## config.mk

```make
export PLATFORM = sky130hd
export DESIGN_NAME = wash_run
export DESIGN_NICKNAME = d
export VERILOG_FILES = /design/src/rtl/wash_run.sv
export SDC_FILE = /design/constraint.sdc
export NUM_CORES = 1
export LEC_CHECK = 0
export ABC_AREA = 1
export ABC_CLOCK_PERIOD_IN_PS = 3400
export BUFFER_PORTS_ARGS = -buffer_cell sky130_fd_sc_hd__buf_2
export CAP_MARGIN = 20
export CORE_MARGIN = 5
export CORE_UTILIZATION = 35
export DETAILED_ROUTE_END_ITERATION = 16
export GPL_TIMING_DRIVEN = 0
export PLACE_DENSITY_LB_ADDON = 0.05
export SYNTH_ARGS = -nofsm -noshare
export SYNTH_HDL_FRONTEND = slang
export SYNTH_SLANG_ARGS = --single-unit
export TNS_END_PERCENT = 10
```

## constraint.sdc

```tcl
create_clock -name clk -period 3.4 [get_ports clk]
set_input_delay 0.17 -clock clk [delete_from_list [all_inputs] [get_ports clk]]
set_output_delay 0.17 -clock clk [all_outputs]
set_load 0.005 [all_outputs]
```

## src/rtl/wash_run.sv

```systemverilog
// Wash execution stage: BCD price deduction, timed wash/rinse/spin
// sequence on a 1 s tick, with pause/resume and funds error.
module wash_run #(
  parameter int TICK_CYC   = 100_000_000,
  parameter int DONE_TICKS = 3,
  parameter int ERR_TICKS  = 2
) (
  input  logic        clk,
  input  logic        rst,
  input  logic        start,
  input  logic        is_on,
  input  logic        pause,
  input  logic [11:0] bal_in,
  input  logic [1:0]  mode,
  output logic [11:0] bal_out,
  output logic [11:0] rem_bcd,
  output logic [2:0]  phase,
  output logic        busy,
  output logic        paused,
  output logic        done,
  output logic        err
);

  typedef enum logic [2:0] {
    IDLE  = 3'd0,
    WASH  = 3'd1,
    RINSE = 3'd2,
    SPIN  = 3'd3,
    DONE  = 3'd4,
    ERR   = 3'd5
  } state_t;

  localparam int TW = (TICK_CYC > 1) ? $clog2(TICK_CYC) : 1;
  localparam logic [TW-1:0] TLAST = TW'(TICK_CYC - 1);

  function automatic logic [11:0] price_of(input logic [1:0] m);
    unique case (m)
      2'd0:    return 12'h010;
      2'd1:    return 12'h015;
      2'd2:    return 12'h020;
      default: return 12'h025;
    endcase
  endfunction

  function automatic logic [11:0] total_of(input logic [1:0] m);
    unique case (m)
      2'd0:    return 12'h006;
      2'd1:    return 12'h012;
      2'd2:    return 12'h018;
      default: return 12'h005;
    endcase
  endfunction

  function automatic logic [3:0] dur_of(input logic [1:0] m,
                                        input logic [2:0] s);
    logic [11:0] row;
    unique case (m)
      2'd0:    row = 12'h321;
      2'd1:    row = 12'h642;
      2'd2:    row = 12'h963;
      default: row = 12'h005;
    endcase
    unique case (s)
      3'd1:    return row[11:8];
      3'd2:    return row[7:4];
      3'd3:    return row[3:0];
      default: return 4'd0;
    endcase
  endfunction

  // First phase at or after s whose duration is nonzero; DONE if none.
  function automatic state_t first_from(input logic [1:0] m,
                                        input logic [2:0] s);
    if (s <= 3'd1 && dur_of(m, 3'd1) != 4'd0) return WASH;
    if (s <= 3'd2 && dur_of(m, 3'd2) != 4'd0) return RINSE;
    if (s <= 3'd3 && dur_of(m, 3'd3) != 4'd0) return SPIN;
    return DONE;
  endfunction

  function automatic logic [11:0] bcd_sub(input logic [11:0] a,
                                          input logic [11:0] b);
    logic [11:0] r;
    logic [4:0]  d;
    logic        bw;
    r  = '0;
    bw = 1'b0;
    for (int i = 0; i < 3; i++) begin
      d = {1'b0, a[4*i +: 4]} - {1'b0, b[4*i +: 4]} - {4'd0, bw};
      if (d[4]) begin
        r[4*i +: 4] = d[3:0] + 4'd10;
        bw = 1'b1;
      end else begin
        r[4*i +: 4] = d[3:0];
        bw = 1'b0;
      end
    end
    return r;
  endfunction

  state_t        state, state_n, nxt;
  logic [TW-1:0] tcnt, tcnt_n;
  logic [7:0]    cnt, cnt_n;
  logic [11:0]   rem, rem_n;
  logic [11:0]   bal, bal_n;
  logic [1:0]    mode_q, mode_n;
  logic          pz, pz_n;
  logic          run, pevt, wrap, tick;

  always_ff @(posedge clk or negedge rst) begin
    if (!rst) begin
      state  <= IDLE;
      tcnt   <= '0;
      cnt    <= '0;
      rem    <= '0;
      bal    <= '0;
      mode_q <= '0;
      pz     <= 1'b0;
    end else begin
      state  <= state_n;
      tcnt   <= tcnt_n;
      cnt    <= cnt_n;
      rem    <= rem_n;
      bal    <= bal_n;
      mode_q <= mode_n;
      pz     <= pz_n;
    end
  end

  always_comb begin
    state_n = state;
    tcnt_n  = tcnt;
    cnt_n   = cnt;
    rem_n   = rem;
    bal_n   = bal;
    mode_n  = mode_q;
    pz_n    = pz;
    nxt     = IDLE;
    run  = (state == WASH) || (state == RINSE) || (state == SPIN);
    pevt = pause && run;
    wrap = (tcnt == TLAST);
    // A pause pulse on the wrap cycle wins over the tick.
    tick = wrap && !pz && !pevt;
    if (!(pz || pevt)) tcnt_n = wrap ? '0 : tcnt + 1'b1;
    if (pevt) pz_n = !pz;
    unique case (state)
      IDLE: begin
        tcnt_n = '0;
        if (start && is_on) begin
          mode_n = mode;
          if (bal_in < price_of(mode)) begin
            state_n = ERR;
            bal_n   = bal_in;
            rem_n   = '0;
            cnt_n   = 8'(ERR_TICKS);
          end else begin
            nxt     = first_from(mode, 3'd1);
            state_n = nxt;
            bal_n   = bcd_sub(bal_in, price_of(mode));
            rem_n   = total_of(mode);
            cnt_n   = {4'd0, dur_of(mode, nxt)};
          end
        end
      end
      WASH, RINSE, SPIN: begin
        if (tick) begin
          rem_n = bcd_sub(rem, 12'h001);
          if (cnt <= 8'd1) begin
            nxt     = first_from(mode_q, 3'(state) + 3'd1);
            state_n = nxt;
            cnt_n   = (nxt == DONE) ? 8'(DONE_TICKS)
                                    : {4'd0, dur_of(mode_q, nxt)};
          end else begin
            cnt_n = cnt - 8'd1;
          end
        end
      end
      DONE, ERR: begin
        if (tick) begin
          if (cnt <= 8'd1) state_n = IDLE;
          else cnt_n = cnt - 8'd1;
        end
      end
      default: state_n = IDLE;
    endcase
    if (state_n != state) tcnt_n = '0;
    if (!(state_n == WASH || state_n == RINSE || state_n == SPIN))
      pz_n = 1'b0;
  end

  assign bal_out = bal;
  assign rem_bcd = rem;
  assign phase   = 3'(state);
  assign busy    = run;
  assign paused  = pz;
  assign done    = (state == DONE);
  assign err     = (state == ERR);

endmodule

```

# [After elaboration in Yosys (flattened, before gate mapping)]
# Cells that the tools add are included.
[word_totals] reg_bits=65 in_bits=19 output_inout_bits=31 elab_cells=215
[op_classes] n_addsub=17 order_cmp=5 eq_ne=27 mux=129 n_reduce_logical=30
[ops] cell="$mux 4" count=32
[ops] cell="$mux 27" count=4
[ops] cell="$mux 12" count=8
[ops] cell="$mux 3" count=24
[ops] cell="$pmux 12 s3" count=2
[ops] cell="$mux 1" count=46
[ops] cell="$mux 8" count=5
[ops] cell="$add 27x1->27 const B" count=1
[ops] cell="$eq 27x27->1 const B" count=1
[ops] cell="$add 4x4->4 const B" count=6
[ops] cell="$eq 3x2->1 const B" count=8
[ops] cell="$pmux 12 s2" count=1
[ops] cell="$pmux 4 s3" count=2
[ops] cell="$pmux 8 s3" count=1
[ops] cell="$reduce_bool 4->1" count=6
[ops] cell="$pmux 6 s3" count=1
[ops] cell="$pmux 5 s3" count=1
[ops] cell="$sub 4x4->5" count=3
[ops] cell="$eq 3x1->1 const B" count=4
[ops] cell="$lt 12x12->1" count=1
[ops] cell="$ne 2x2->1 const B" count=5
[ops] cell="$sub 4x1->5" count=2
[ops] cell="$sub 5x1->5" count=2
[ops] cell="$eq 3x3->1 const B" count=3
[ops] cell="other kinds (24)" count=39

# [Longest topological paths before layout]
[depth] depth_word=51 ltp_mapped=20

# [Least setup slack after synthesis]
# No wires, ideal clock.
[synth_timing] path_kind="in2reg" startpoint="in mode[1]" endpoint="reg bal[11], in the netlist bal_out[11]" setup_time_ns=0.083 t_arrival_ns=3.145 required_ns=3.317 setup_slack_ns=0.172 cell_stages=20 n_path_buf=0 path_cell_list="inv_1 ha_1 nor2_1 ha_1 inv_1 o21ai_2 fa_1 inv_1 fa_1 nand2_1 nor2_1 ha_1 ha_1 xor2_1 ha_1 nor2_1 xnor2_1 nand2_1 xor2_1 o21ai_0"
[synth_via] elab_chain_len=19
[synth_rtl] item="start, declared" line="14" source="input logic [1:0] mode,"
[synth_rtl] item="$eq 2x2->1 (tied with other cells)" line="37" source="unique case (m)"
[synth_rtl] item="$pmux 6 s3 *" line="37"
[synth_rtl] item="$mux 12" line="150" source="if (bal_in < price_of(mode)) begin"
[synth_rtl] item="$mux 12" line="148" source="if (start && is_on) begin"
[synth_rtl] item="$mux 12" line="145" source="unique case (state)"
[synth_rtl] item="$sub 4x4->5" line="88" source="d = {1'b0, a[4*i +: 4]} - {1'b0, b[4*i +: 4]} - {4'd0, bw};"
[synth_rtl] item="$mux 1" line="89" source="if (d[4]) begin"
[synth_rtl] item="$mux 1" line="150"
[synth_rtl] item="[3 not listed]"
[synth_rtl] item="$mux 1" line="89"
[synth_rtl] item="$mux 1" line="150"
[synth_rtl] item="$mux 1" line="148"
[synth_rtl] item="$mux 1" line="145"
[synth_rtl] item="$sub 5x1->5" line="88"
[synth_rtl] item="$add 4x4->4" line="90" source="r[4*i +: 4] = d[3:0] + 4'd10;"
[synth_rtl] item="$mux 4" line="89"
[synth_rtl] item="$mux 12 *" line="150"
[synth_rtl] item="end signal, assigned" line="123" source="bal <= bal_n;"
[synth_rtl] item="end, declared" line="104" source="logic [11:0] bal, bal_n;"
# Mark *: on every way between the ends. The rest lies on a longest branch, timed or not. The select of a mux whose other input is x is not followed.
# A chain may end at the register's enable or synchronous reset.

# [Worst setup path after layout]
[layout_timing] startpoint="in mode[0]" endpoint="reg bal[11], in the netlist bal_out[11]"
# Same word-level chain as after synthesis.

==> results.md <==
* Final worst-path cycle share at 93.2%
* Power Density at 750 nW/µm²
* Gr usage total at 16.6%
* Syn. warnings at 0
* DR vias/cell at 4.97
* Final slew viol count at 0
* Diodes inserted at 0
* Commonest non-fill, non-tap cell in the layout: nand2_1
* Maximum clock rate at 0.315 GHz
* Clock Tree Root: clkbuf_16
* CP bufs+invs at 3
* Combinational power share at 54.8%
* Switching share of power at between 40% and 50%
* Die area at 17900 µm²
* Die Wd at between 100 and 150 µm
* Post-synthesis register bit count at between 60 and 70
* CTS tree: built
* Psw at 2.18 mW
* Initial Utilization at 35.4%
* DR WL/cell at 14.5 µm
* Slowest-stage cell, CP: fa_1
* Clk slew on worst S/H paths at 0.06 ns
* CP Launch Type: input port
* Slowest cell delay on critical path at between 0.4 and 0.5 ns
* Area delta synth->final at 15.6%
* Synth cell types at 41
* Worst Path Required at 3.65 ns
* Die height at between 100 and 150 µm
* First-pass GRT wire length at roughly 24000 µm
* Design area at a little over 6000 µm²
* Pint at 2.47 mW
* DP Wirelength at between 10000 and 15000 µm
* Status: finished clean
* Post-Syn Instances at 739
* Synth top area share at 30.3%
* Worst EP arrival at around 3.4 ns
* Biggest area consumer among synthesized cells: dfrtp_1
* Met1 Use GR at a little under a quarter
* CTS Buf Count at 9
* # IOs at 50
* Fin. Hold Viols at 0
* Sequential area share after synthesis at 30.3%
* Crit. Startpoint: mode[0]
* Post-Syn Nets at 804
* Vias in the first global route at roughly 4900
* Drt drc at 0
* Core Region at approximately 15000 µm²
* FF-to-FF Start: rem_bcd[0]$_DFFE_PN0P_
* Worst Reg2Reg Path Length in Cells at 15
* # H-tree levels at 3
* GRT met2 Usage at 25.0%
* Fin nets at 866
* 1st-iter DRT viols at between 200 and 300
* Commonest cells after routing, fill and taps aside: 132 x nand2_1, 107 x inv_1, 75 x nor2_1
* Routed Antenna Nets at 0
* Worst-margin pin slew at 0.852 ns
* Min Tclk post-route at 3.17 ns
* Layout cells sized above 1 at 16.7%
* Clock power share at 21.2%
* Num rows at 45
* Worst vdd ir at ~0.31 mV
* Sink Count at 65
* Top_reg_cell synth: dfrtp_1
* DR pass1 iterations at 5
* CP endpoint: bal_out[11]$_DFFE_PN0P_
* Unrepaired setup endpoints after global routing: no
* Flop pwr share at 24.1%
* Avg Inst Size Synth at a little over 7 µm²
* Port bufs at 49
* Netlist Area Pre-Place at 5370 µm²
* Post-synth EDFFs at 0
* Final WL at 14400 µm
* Reg2reg end: rem_bcd[11]$_DFFE_PN0P_
* Final setup vio count at 0
* Crit path capture type: flop
* Initial antenna violation count at 0
* Relative slew slack at 43.2%
* Crit path depth at 20
* Clock Latency Late Sink at about 0.33 ns
* Worst-case clock buffer depth at 2
* Reg2reg setup slack at roughly 0.38 ns
* Placed cell areas at 5850 µm²
* Crit-path cells: buf_2 > ha_2 > nor2_1 > ha_1 > inv_1 > o21ai_4 > fa_2 > inv_1 > fa_1 > nand2_2 > nor2_1 > ha_1 > ha_2 > xor2_2 > ha_1 > nor2_1 > xnor2_1 > nand2_1 > xor2_1 > o21ai_0
* Final TNS setup at 0 ns
* Vias at between 4000 and 5000
* Synth area leaders: dfrtp_1 30%, ha_1 10%, nand2_1 9.3%
* CP max FO at 7
* Met3 GRT Util at 2.85%
* CP delay by family, top: adder cells
* Skew final at just under 0.007 ns
* Routability Congestion at 0.852
* Async SR Flop Fraction at 100%
* Lkg Pwr at approximately 2.9 nW
* Hold crit path type: in -> reg
* Largest net degree at the start of global routing at 66
* Total gr overflow at 0
* Setup CP Type: in -> reg
* Max Cap Viol at 0
* Busiest grt layer: met2
## sequential cells by signal, indices dropped and copies added, names as in the netlist
signal   flops
paused       1
bal_out     12
mode_q       2
phase        3
rem_bcd     12
cnt          8
tcnt        27
## metal layers
metal  share of wire, %  vias up
met5                  0        -
met3                3.9       21
met1                 51     2277
met2                 43       91
met4                2.2        0
li1                   -     2556
## Yosys cell counts (10+ instances only)
library cell / count
a21oi_1: 18
dfrtp_1: 65
ha_1: 44
inv_1: 108
nand2_1: 133
nand2_2: 10
nand3_1: 40
nand4_1: 21
nor2_1: 75
nor3_1: 37
nor3_2: 20
o21ai_0: 62
o22ai_1: 13
xor2_1: 24
## power groups by stage
| stage | Sequential, mW | Combinational, mW | Clock, mW |
|---|---|---|---|
| 2_1_floorplan | 1.13 | 1.80 | 0 |
| 3_3_place_gp | 1.13 | 2.52 | 0 |
| 3_5_place_dp | 1.13 | 2.55 | 0 |
| 4_1_cts | 1.12 | 2.56 | 1.01 |
| 5_1_grt | 1.15 | 2.89 | 1.05 |
| 6_report | 1.12 | 2.55 | 0.986 |
## metrics by stage
stage | hold WS [ns] | cells | utilization, % | power (mW) | worst slack (ns)
detailed placement | 0.358 | 976 | 38.6 | 3.68 | -0.294
CTS | 0.0839 | 993 | 40.7 | 4.70 | 0.0498
global placement | 0.430 | 976 | 38.6 | 3.64 | -0.279
global route | 0.101 | 994 | 41.0 | 5.10 | 0.0178
floorplan | -0.126 | 739 | - | 2.93 | 0.172
finish | 0.0972 | 994 | 41.0 | 4.65 | 0.230
## worst min-delay path, stage by stage
cell and delay, ns:
buf_2 0.09, o21ai_0 0.08, nand2_1 0.06
## logic make-up (layout without fill, tap and decap cells)
group                      count (synthesis)  count (layout)  share of synthesized area, %
and+or+nand+nor                          354             354                          31.8
muxes                                      1               1                         0.210
AOI/OAI and AO/OA                        113             113                          11.9
xor gates and xnor gates                  29              29                          4.73
adders and majority gates                 46              46                          11.0
DFF                                       65              65                          30.3
buffers and inverters                    131             198                          10.0
## how the worst min path moves through the flow
stage	slack [ns]	start	depth (start not counted)	to
after CTS	0.08	bal_in[0]	3	bal_out[0]$_DFFE_PN0P_
after global routing	0.10	bal_in[0]	3	bal_out[0]$_DFFE_PN0P_
final	0.1	bal_in[0]	3	bal_out[0]$_DFFE_PN0P_
after global placement	0.43	bal_in[0]	3	bal_out[0]$_DFFE_PN0P_
after detailed placement	0.36	rst	1	rem_bcd[8]$_DFFE_PN0P_
after floorplan	-0.13	rst	0	bal_out[0]$_DFFE_PN0P_
## layout make-up
cell class	instances	area, µm²
plain buffers	13	93.8
repair buffers	51	265
fillers	1610	8940
multi-input cells	543	3230
inverters	118	443
flip-flops and latches	65	1630
well taps	188	235
clock inverters	2	35.0
clock buffers	14	274
## repair_timing
action | 4_1_cts | 5_1_grt
buffers inserted | 0 | 1
hold buffers | 1 | 0
endpoints found under the hold margin | 21 | 0
gates resized for setup | 0 | 9
endpoints found under the setup margin | 0 | 1
(Power assumes the default switching activity.)
